--- config.mk ---
export PLATFORM = sky130hd
export DESIGN_NAME = lc3_psr_unit
export DESIGN_NICKNAME = d
export VERILOG_FILES = /design/src/rtl/lc3_psr_unit.sv
export SDC_FILE = /design/constraint.sdc
export NUM_CORES = 1
export LEC_CHECK = 0
export ABC_AREA = 1
export BUFFER_PORTS_ARGS = -buffer_cell sky130_fd_sc_hd__clkbuf_2
export CORE_MARGIN = 1.5
export CORE_UTILIZATION = 49
export DETAILED_ROUTE_END_ITERATION = 7
export GPL_ROUTABILITY_DRIVEN = 0
export MAX_ROUTING_LAYER = met4
export PLACE_DENSITY_LB_ADDON = 0.12
export SYNTH_ARGS = -nofsm -noshare
export SYNTH_HDL_FRONTEND = slang
export SYNTH_SLANG_ARGS = --single-unit
--- constraint.sdc ---
create_clock -name clk -period 2.48 [get_ports clk]
set_clock_uncertainty 0.15 [all_clocks]
set_input_delay 0.372 -clock clk [delete_from_list [all_inputs] [get_ports clk]]
set_output_delay 0.372 -clock clk [all_outputs]
set_load 0.05 [all_outputs]
--- src/rtl/lc3_psr_unit.sv ---
// LC-3 processor status unit: PSR register, NZP derivation, BR evaluation
// and a shadow-PSR LIFO for nested interrupts / RTI with sticky errors.
//
// Ports:
//   clk, rst         clock, synchronous active-high reset
//   cc_we, result    update NZP from execute-stage result
//   psr_we, psr_din  load full PSR (reserved bits ignored)
//   int_take,int_pri push PSR, enter supervisor at int_pri
//   rti              pop shadow PSR
//   err_clr          clear sticky ovf_err / unf_err
//   br_nzp, br_taken BR mask and combinational branch decision
//   psr, nzp, priv, pri, count, stk_full, stk_empty, ovf_err, unf_err
module lc3_psr_unit #(
  parameter  int WIDTH = 16,
  parameter  int DEPTH = 4,
  localparam int CW    = $clog2(DEPTH + 1)
) (
  input  logic             clk,
  input  logic             rst,
  input  logic             cc_we,
  input  logic [WIDTH-1:0] result,
  input  logic             psr_we,
  input  logic [15:0]      psr_din,
  input  logic             int_take,
  input  logic [2:0]       int_pri,
  input  logic             rti,
  input  logic             err_clr,
  input  logic [2:0]       br_nzp,
  output logic             br_taken,
  output logic [15:0]      psr,
  output logic [2:0]       nzp,
  output logic             priv,
  output logic [2:0]       pri,
  output logic [CW-1:0]    count,
  output logic             stk_full,
  output logic             stk_empty,
  output logic             ovf_err,
  output logic             unf_err
);

  // Only the architecturally meaningful bits {priv, pri, nzp} are saved;
  // the reserved PSR bits are constant zero and need no storage.
  logic [6:0] stack [DEPTH];

  logic [6:0] pop_val;
  logic [2:0] cc_val;
  logic [2:0] din_nzp;
  logic       do_push, do_ovf, do_pop, do_unf;
  logic       do_load, do_cc;
  logic       unused_din;

  assign unused_din = ^{psr_din[14:11], psr_din[7:3]};

  assign stk_full  = (count == CW'(DEPTH));
  assign stk_empty = (count == '0);
  assign psr       = {priv, 4'b0, pri, 5'b0, nzp};
  assign br_taken  = |(br_nzp & nzp);

  // Single winner per cycle: int_take > rti > psr_we > cc_we.
  always_comb begin
    do_push = int_take & ~stk_full;
    do_ovf  = int_take &  stk_full;
    do_pop  = ~int_take & rti & ~stk_empty;
    do_unf  = ~int_take & rti &  stk_empty;
    do_load = ~int_take & ~rti & psr_we;
    do_cc   = ~int_take & ~rti & ~psr_we & cc_we;
  end

  always_comb begin
    cc_val = 3'b001;
    if (result == '0) begin
      cc_val = 3'b010;
    end else if (result[WIDTH-1]) begin
      cc_val = 3'b100;
    end
  end

  // A loaded NZP that is not one-hot collapses to Z.
  always_comb begin
    din_nzp = 3'b010;
    unique case (psr_din[2:0])
      3'b001, 3'b010, 3'b100: din_nzp = psr_din[2:0];
      default:                din_nzp = 3'b010;
    endcase
  end

  always_comb begin
    pop_val = '0;
    for (int i = 0; i < DEPTH; i++) begin
      if (count == CW'(i + 1)) begin
        pop_val = stack[i];
      end
    end
  end

  always_ff @(posedge clk) begin
    for (int i = 0; i < DEPTH; i++) begin
      if (!rst && do_push && count == CW'(i)) begin
        stack[i] <= {priv, pri, nzp};
      end
    end
  end

  always_ff @(posedge clk) begin
    if (rst) begin
      priv    <= 1'b0;
      pri     <= 3'd0;
      nzp     <= 3'b010;
      count   <= '0;
      ovf_err <= 1'b0;
      unf_err <= 1'b0;
    end else begin
      unique case (1'b1)
        do_push: begin
          priv  <= 1'b0;
          pri   <= int_pri;
          count <= count + CW'(1);
        end
        do_pop: begin
          priv  <= pop_val[6];
          pri   <= pop_val[5:3];
          nzp   <= pop_val[2:0];
          count <= count - CW'(1);
        end
        do_load: begin
          priv <= psr_din[15];
          pri  <= psr_din[10:8];
          nzp  <= din_nzp;
        end
        do_cc: begin
          nzp <= cc_val;
        end
        default: ;
      endcase

      // Set wins over a same-cycle clear.
      if (do_ovf) begin
        ovf_err <= 1'b1;
      end else if (err_clr) begin
        ovf_err <= 1'b0;
      end

      if (do_unf) begin
        unf_err <= 1'b1;
      end else if (err_clr) begin
        unf_err <= 1'b0;
      end
    end
  end

endmodule

==> results_dict.tcl <==
set metrics [dict create \
    hp-class "input port to flop" \
    critical_path.cell_chain "inv_1 > ha_1 > nand2_4 > inv_2 > clkbuf_2" \
    grt_pass1_wl_microns 6927 \
    async_flop_share_pct 0 \
    place_hpwl_microns 3318 \
    insertion_delay_ns 0.29 \
    total_power_mw 1.832 \
    wirelength_microns 4404 \
    grt_antenna_before_repair 0 \
    initial_utilization_pct 52.11 \
    routed.top_layer "met4" \
    syn_inst 253 \
    worstHoldStart "rst" \
    peakVddDrop_uv 354.2 \
    grt_usage_pct 21.20 \
    first_iter_violations 94 \
    cts_buffers 5 \
    drc 0 \
    fp.dieH_microns 68.93 \
    drtPass1Iterations 4 \
    worstHoldEndpoint "unf_err" \
    critical-path-slowest-cell "dfxtp_1" \
    die_x_microns 68.93 \
    maxSlewViolCount 0 \
    status "finished clean" \
    num-fill-cells 403 \
    grt_overflow_total 0 \
    rsz0062_at_grt "false" \
    fin_area_sq_mm 0.002495 \
    r2r_slack_ns 0.42 \
    path_class "flop to output port" \
    coreArea_sq_mm 0.004086 \
    hold_viol 0 \
    ys.flop_type "edfxtp_1" \
    dieArea_sq_mm 0.004751 \
    first_global_vias 1470 \
    row_count 23 \
    diodes 0 \
    cpPeakStageDelay_ns 0.42 \
    cts_root_buffer "clkbuf_8" \
    ys_seq_area_share_pct 50.76 \
    cp-end-kind "output port" \
    crit_family "flip-flops" \
    dr_wl_met2_microns 2029 \
    ys_seq_elements 40 \
    fmax_ghz 0.4774 \
    clkTransAtPathRegs_ns 0.07 \
    met3WireLength_microns 222 \
    r2r_cells 6 \
    synth_area_sq_mm 0.002130 \
    final_cell_count_no_fill 362 \
    wl_met1_microns 2124 \
    final_common_cell "nand2_1" \
    timing.final.crit_share_pct 84.47 \
    place_inst 354 \
    cts_resized 0 \
    post_drt_wl_per_cell_microns 12.17 \
    synth_edf_count 28 \
    cp_data_required_time_ns 1.96 \
    clockBufferDepth 2 \
    r2r_start "count[0]" \
    ant_nets 0 \
    drv_cap 0 \
    fin_nets 362 \
    startpoint_type "flop" \
    layout-drive-gt1-share_pct 26.92 \
    holdPathStages 2 \
    finalSetupViolations 0 \
    p_leak_nw 1.198 \
    syn2layout_area_growth_pct 17.16 \
    power_density_mw_per_mm2 734.4 \
    cts_hold_buf 0 \
    postPlaceCellArea_sq_mm 0.002401 \
    tritoncts "built" \
    regToRegEndpoint "stack[3][1]" \
    ys_types 25 \
    synth_area_per_cell_sq_um 8.417 \
    layout_common_cells "63 x nand2_1, 57 x clkbuf_2, 28 x nor2_1, 28 x edfxtp_1, 24 x nand3_1" \
    fin_crit_ns 2.095 \
    avgViaCountPerCell 4.768 \
    post-cts-setup-buffers 0 \
    ios 76 \
    grt_max_degree 18 \
    num_vias 1726 \
    critPathMaxFanout 17 \
    final_core_util_pct 61.05 \
    htree_levels 2 \
    crit_buf_inv 3 \
    critPathArrivalTime_ns 1.57 \
    synth_warnings 0 \
    clock-sinks 40 \
    port_buffers 57 \
]
==> flip-flops by register name, indices dropped and copies added (netlist names) <==
register / count
count: 3
pri: 3
nzp: 3
unf_err: 1
ovf_err: 1
stack: 28
priv: 1
==> cell families (layout without fill, tap and decap cells) <==
logic type / count (synthesis) / after routing / share of synthesized area, %
and+or+nand+nor: 128 / 128 / 25.97
xor gates and xnor gates: 1 / 1 / 0.4114
DFF: 40 / 40 / 50.76
buffers and inverters: 46 / 97 / 11.69
adders and majority gates: 6 / 6 / 3.525
other: 1 / 9 / 0.1761
AOI/OAI and AO/OA: 31 / 31 / 7.462
==> layout make-up <==
type | instances | area [sq um] | area share (%)
Sequential cell | 40 | 1081 | 43.33
Clock buffer | 7 | 86.33 | 3.460
Inverter | 26 | 97.59 | 3.912
Timing Repair Buffer | 63 | 330.3 | 13.24
Clock inverter | 1 | 7.507 | 0.3009
Multi-Input combinational cell | 175 | 829.5 | 33.25
Tap cell | 50 | 62.56 | 2.508
==> through the flow <==
step	hold WS, ns	TNS, ns	worst slack (ns)
2_1_floorplan	0.2911	-2.252	-0.1609
3_3_place_gp	0.3016	0	0.4791
3_5_place_dp	0.3023	0	0.4465
4_1_cts	0.1047	0	0.3652
5_1_grt	0.1112	0	0.2768
6_report	0.1140	0	0.3852
==> report_power, final <==
group / switching (mW) / leakage, nW / internal (mW)
registers: 0.0430 / 0.355 / 0.771
clock network: 0.220 / 0.0445 / 0.226
logic: 0.425 / 0.798 / 0.148
==> how the worst max path moves through the flow <==
| stage | start | to | slack (ns) | cells past startpoint |
|---|---|---|---|---|
| after floorplan | count[0] | stack[1][0] | -0.16 | 6 |
| after global placement | count[0] | stack[3][2] | 0.48 | 6 |
| after detailed placement | count[0] | stack[3][2] | 0.45 | 6 |
| after CTS | count[0] | stk_full | 0.37 | 5 |
| after global routing | count[0] | stk_full | 0.28 | 5 |
| final | count[0] | stk_full | 0.39 | 5 |
==> cells in the mapped netlist, types with 3 or more instances <==
| library cell | instances | area [sq um] |
|---|---|---|
| nand2_1 | 63 | 236.5 |
| edfxtp_1 | 28 | 840.8 |
| nor2_1 | 28 | 105.1 |
| nand3_1 | 24 | 120.1 |
| inv_1 | 21 | 78.83 |
| buf_4 | 16 | 120.1 |
| o21ai_1 | 14 | 70.07 |
| a21oi_1 | 12 | 60.06 |
| dfxtp_1 | 12 | 240.2 |
| ha_1 | 6 | 75.07 |
| inv_2 | 5 | 18.77 |
| o21ai_0 | 4 | 20.02 |
| nand2_2 | 3 | 18.77 |
| nor3_1 | 3 | 15.01 |
==> routing by layer <==
metal,up-vias,track usage (%)
li1,915,-
met3,4,5.195
met4,0,5.882
met2,58,32.93
met5,-,-
met1,749,27.77
Power figures use the tool's default switching activity.
